$ cat src/rtl/memory_arbiter.sv
// Arbitrates icache/dcache word transfers onto one single-port RAM; one word per grant, alternating on ties.
// Define MEMORY_ARBITER_STATS_EN to add the icount/dcount/conflicts transfer counters.
module memory_arbiter #(
  parameter int ADDR_W = 32,
  parameter int DATA_W = 32
) (
  input  logic              CLK,
  input  logic              nRST,
  input  logic              iREN,
  input  logic [ADDR_W-1:0] iaddr,
  output logic              iwait,
  output logic [DATA_W-1:0] iload,
  input  logic              dREN,
  input  logic              dWEN,
  input  logic [ADDR_W-1:0] daddr,
  input  logic [DATA_W-1:0] dstore,
  output logic              dwait,
  output logic [DATA_W-1:0] dload,
  output logic              ramREN,
  output logic              ramWEN,
  output logic [ADDR_W-1:0] ramaddr,
  output logic [DATA_W-1:0] ramstore,
  input  logic [DATA_W-1:0] ramload,
  input  logic              ram_ready
`ifdef MEMORY_ARBITER_STATS_EN
  ,
  output logic [31:0]       icount,
  output logic [31:0]       dcount,
  output logic [31:0]       conflicts
`endif
);

  typedef enum logic [1:0] {IDLE, ACCESS, DONE} state_t;

  typedef struct packed {
    logic              src_d;
    logic              wr;
    logic [ADDR_W-1:0] addr;
    logic [DATA_W-1:0] data;
  } req_t;

  state_t state, state_nxt;
  req_t   req_q;
  logic   last_d;   // 1 = previous grant went to dcache
  logic   dreq;
  logic   grant_d;
  logic   take;

  assign dreq = dREN | dWEN;

  always_comb begin
    state_nxt = state;
    grant_d   = 1'b0;
    take      = 1'b0;
    case (state)
      IDLE: if (iREN | dreq) begin
        take      = 1'b1;
        // lone dcache wins outright; on a tie the side not granted last time wins
        grant_d   = dreq & (~iREN | ~last_d);
        state_nxt = ACCESS;
      end
      ACCESS: if (ram_ready) state_nxt = DONE;
      DONE:   state_nxt = IDLE;
      default: state_nxt = IDLE;
    endcase
  end

  always_ff @(posedge CLK or negedge nRST) begin
    if (!nRST) begin
      state  <= IDLE;
      req_q  <= '0;
      last_d <= 1'b0;
      iload  <= '0;
      dload  <= '0;
    end else begin
      state <= state_nxt;
      if (take) begin
        req_q.src_d <= grant_d;
        req_q.wr    <= grant_d & dWEN;
        req_q.addr  <= grant_d ? daddr : iaddr;
        req_q.data  <= grant_d ? dstore : '0;
        last_d      <= grant_d;
      end
      if (state == ACCESS && ram_ready) begin
        if (req_q.src_d) dload <= ramload;
        else             iload <= ramload;
      end
    end
  end

  // RAM side comes only from latched request so mid-access input changes cannot tear a transfer
  assign ramREN   = (state == ACCESS) & ~req_q.wr;
  assign ramWEN   = (state == ACCESS) &  req_q.wr;
  assign ramaddr  = req_q.addr;
  assign ramstore = req_q.data;
  assign iwait    = ~((state == DONE) & ~req_q.src_d);
  assign dwait    = ~((state == DONE) &  req_q.src_d);

`ifdef MEMORY_ARBITER_STATS_EN
  always_ff @(posedge CLK or negedge nRST) begin
    if (!nRST) begin
      icount    <= '0;
      dcount    <= '0;
      conflicts <= '0;
    end else begin
      if (state == DONE) begin
        if (req_q.src_d) dcount <= dcount + 32'd1;
        else             icount <= icount + 32'd1;
      end
      if (state == IDLE && iREN && dreq) conflicts <= conflicts + 32'd1;
    end
  end
`endif

endmodule

$ cat config.mk
export PLATFORM = sky130hd
export DESIGN_NAME = memory_arbiter
export DESIGN_NICKNAME = d
export VERILOG_FILES = /design/src/rtl/memory_arbiter.sv
export SDC_FILE = /design/constraint.sdc
export NUM_CORES = 1
export LEC_CHECK = 0
export BUFFER_PORTS_ARGS = -buffer_cell sky130_fd_sc_hd__buf_4
export CAP_MARGIN = 0
export CORE_ASPECT_RATIO = 1.25
export CORE_MARGIN = 2
export CORE_UTILIZATION = 42
export DETAILED_ROUTE_END_ITERATION = 7
export PLACE_DENSITY = 0.7
export SETUP_SLACK_MARGIN = 0.3
export SLEW_MARGIN = 10
export SYNTH_ARGS = -nofsm -noshare
export SYNTH_HDL_FRONTEND = slang
export SYNTH_SLANG_ARGS = --single-unit
$ cat constraint.sdc
create_clock -name CLK -period 4.8 [get_ports CLK]
set_input_delay 0.24 -clock CLK [delete_from_list [all_inputs] [get_ports CLK]]
set_output_delay 0.24 -clock CLK [all_outputs]
set_load 0.01 [all_outputs]
==> summary.md <==
| Metric | Value |
|---|---|
| Core Rows | 48 |
| Share of cells above drive strength 1 | 0.492 |
| Final period utilization | 0.471 |
| F_max | 0.442 GHz |
| Worst setup EP type | register |
| Run status | finished, violations left |
| Post-CTS Setup Inserts | 0 |
| Initial Utilization | 0.428 |
| Clk_lat worst skew | roughly 0.4 ns |
| WS Path Type | input pin to register |
| Vias/cell | approximately 5.2 |
| Total Routing Usage GR | 0.199 |
| Worst-path clk slew | 0.06 ns |
| Final setup vio count | 0 |
| Number of global-route vias before repair | 4512 |
| Register bit total from synthesis | 132 |
| Die H | 136 um |
| Crit-path cells | buf_4, or3_1, and2_1, a31oi_1 |
| Number of buffers inserted by port buffering | 265 |
| Setup WS pre-CTS | 1.93 ns |
| Filler cells | 1131 |
| Per-cell routed wire length | 17.9 um |
| CTS Hold Buffers Added | 0 |
| Final hold vios | 18 |
| Sequential cell area fraction in the yosys report | 0.561 |
| PwrDens | 712 mW/mm^2 |
| Worst-path maximum fanout | 34 |
| Area contributors post-synth | dfrtp_1, buf_4, mux2_1, a22o_1, mux2_2 |
| Worst hold path type | input pin to async pin |
| Area Growth Syn to Fin | 38.9% |
| Slew headroom | 0.222 |
| DRT Pass-1 Iters | 4 |
| Worst-margin pin slew | 1.17 ns |
| Syn_nets | 611 |
| Boundary Pins | about 270 |
| RSZ-0062 raised after global routing | no |
| Cells after Synth | approximately 480 |
| Lkg Pwr | 3.83 nW |
| CTS tree | done |
| Netlist cell types | 27 |
| Slowest CP cell | and2_1 |
| Fin util | 0.595 |
| Initial drt markers | 174 |
| DRC viols | 0 |
| Max stage delay on crit path | 1.03 ns |
| Warnings from Yosys | 0 |
| Global route overflow | 0 |
| Largest net degree at the start of global routing | 80 |
| Syn_area_per_cell | 12.3 sq um |
| Routability Congestion | 0.841 |
| Clk root buf | clkbuf_16 |
| Final WL | roughly 15000 um |
| Post-DP HPWL | 11000 um |
| Maximum vdd drop | 0.413 mV |
| Failing checks | hold timing |
| Chip width | 110 um |
| DR vias | 4464 |
| Final Slew Violations | 0 |
| Final worst path period need | 2.26 ns |
| Initial antenna violation count | 0 |
| Core Box Area | ~0.014 sq mm |
| Area share of the largest cell type after synthesis | 0.561 |
| CTS H-Tree Depth | 4 |
| Final WS setup | 2.54 ns |
| Clock Tree Buf Depth | 2 |
| Antenna cells | 0 |
| Setup TNS | 0 ns |
| First-pass GRT wire length | 22800 um |
| Post-synth top area cell | dfrtp_1 |
| Startpoint types | input pin |
| Hold Slack | -0.0301 ns |
| Antenna Nets Post-Route | 0 |
| Number of max-cap violations | 0 |
| Nets | 800 |
| Total CTS buffers | 17 |
| CTS Sinks | 132 |
| Req. time, crit path | 5.02 ns |
| Post-CTS Resized | 0 |
| Final Skew | between 0.008 and 0.009 ns |
| Cell Area, Synth | roughly 0.0059 sq mm |
| Crit path arrival time | 2.48 ns |
| Die area | 0.0150 sq mm |
registers in the layout, indices dropped and copies added (netlist names):
| name | cells |
|---|---|
| last_d | 1 |
| dload | 32 |
| iload | 32 |
| ramaddr | 32 |
| state | 2 |
| ramstore | 32 |
| req_q | 1 |
placed cells by master, fill, tap and decap left out, drive strengths merged:
master and n:
nand2b 1, a211oi 1, clkinvlp 2, or3b 1
a22o 33, bufinv 6, inv 2, clkbuf 17
and2 3, a21oi 32, or3 1, dfrtp 132
buf 271, nor3b 1, mux2 64, clkinv 5
nand3b 33, a21o 1, a31oi 32, o21ai 33
a211o 1, nor2b 1, nand2 1, nor2 4
nand3 1
cell families after synthesis:
family / after synthesis / synth area share
AO/OA/AOI/OAI: 133 / 0.143
flip-flops: 132 / 0.561
buffers and inverters: 101 / 0.116
multiplexers: 64 / 0.122
AND/OR/NAND/NOR: 47 / 0.0565
power by group:
part	internal, mW	switching [mW]	total, mW
sequential	1.66	0.345	2.01
clock	0.979	0.482	1.46
combinational	1.23	1.12	2.35
total	3.87	1.95	5.82
path summary, 6_finish.rpt:
check,depth (start not counted),startpoint,slack (ns),endpoint
setup reg to reg,3,state[0]$_DFFE_PN0P_,2.55,dload[6]$_DFFE_PN0P_
setup / recovery,4,iREN,2.54,ramaddr[3]$_DFFE_PN0P_
min in group CLK,2,dstore[4],0.05,ramstore[4]$_DFFE_PN0P_
max in group asynchronous,2,nRST,3.56,ramaddr[4]$_DFFE_PN0P_
hold / removal,1,nRST,-0.03,ramstore[5]$_DFFE_PN0P_
hold reg to reg,1,iload[29]$_DFFE_PN0P_,0.48,iload[29]$_DFFE_PN0P_
per-layer routing:
metal / global-route usage / up-vias / share of wire
li1: - / 2043 / -
met1: 0.227 / 2187 / 0.38
met2: 0.350 / 216 / 0.53
met3: 0.0628 / 18 / 0.082
met4: 0.0640 / 0 / 0.015
met5: 0 / - / 0
cell usage after synthesis:
master	number
dfrtp_1	132
buf_4	70
mux2_1	41
a22o_1	33
nand3b_1	33
a21oi_1	32
a31oi_1	32
o21ai_0	30
mux2_2	23
clkbuf_1	16
buf_2	10
buf_6	4
and2_1	3
nor2_1	3
o21ai_1	3
a211o_1	1
a211oi_2	1
a21o_1	1
clkbuf_2	1
nand2_1	1
nand2b_1	1
nand3_1	1
nor2_2	1
nor2b_1	1
nor3b_2	1
or3_1	1
or3b_2	1
worst max-delay path: cells and delay by family:
kind / cells / cell delay (ns)
AOI/OAI and AO/OA: 1 / 0.20
buffers and inverters: 1 / 0.10
and+or+nand+nor: 2 / 1.91
cell type report:
cell class,count,area (sq um),share of cell area
clock buffers,17,425,0.0520
clock inverters,15,253,0.0309
multi-input cells,244,1920,0.235
flip-flops and latches,132,3300,0.404
well taps,175,219,0.0268
repair buffers,271,2050,0.251
metrics by stage:
step	total power [mW]	instance area [sq um]	cells
after floorplan	3.49	5890	477
after global placement	4.28	7470	821
after detailed placement	4.37	7470	821
after CTS	5.85	8150	853
after global routing	6.16	8180	854
final	5.82	8180	854
No activity file was read; power rests on OpenSTA's default activity.
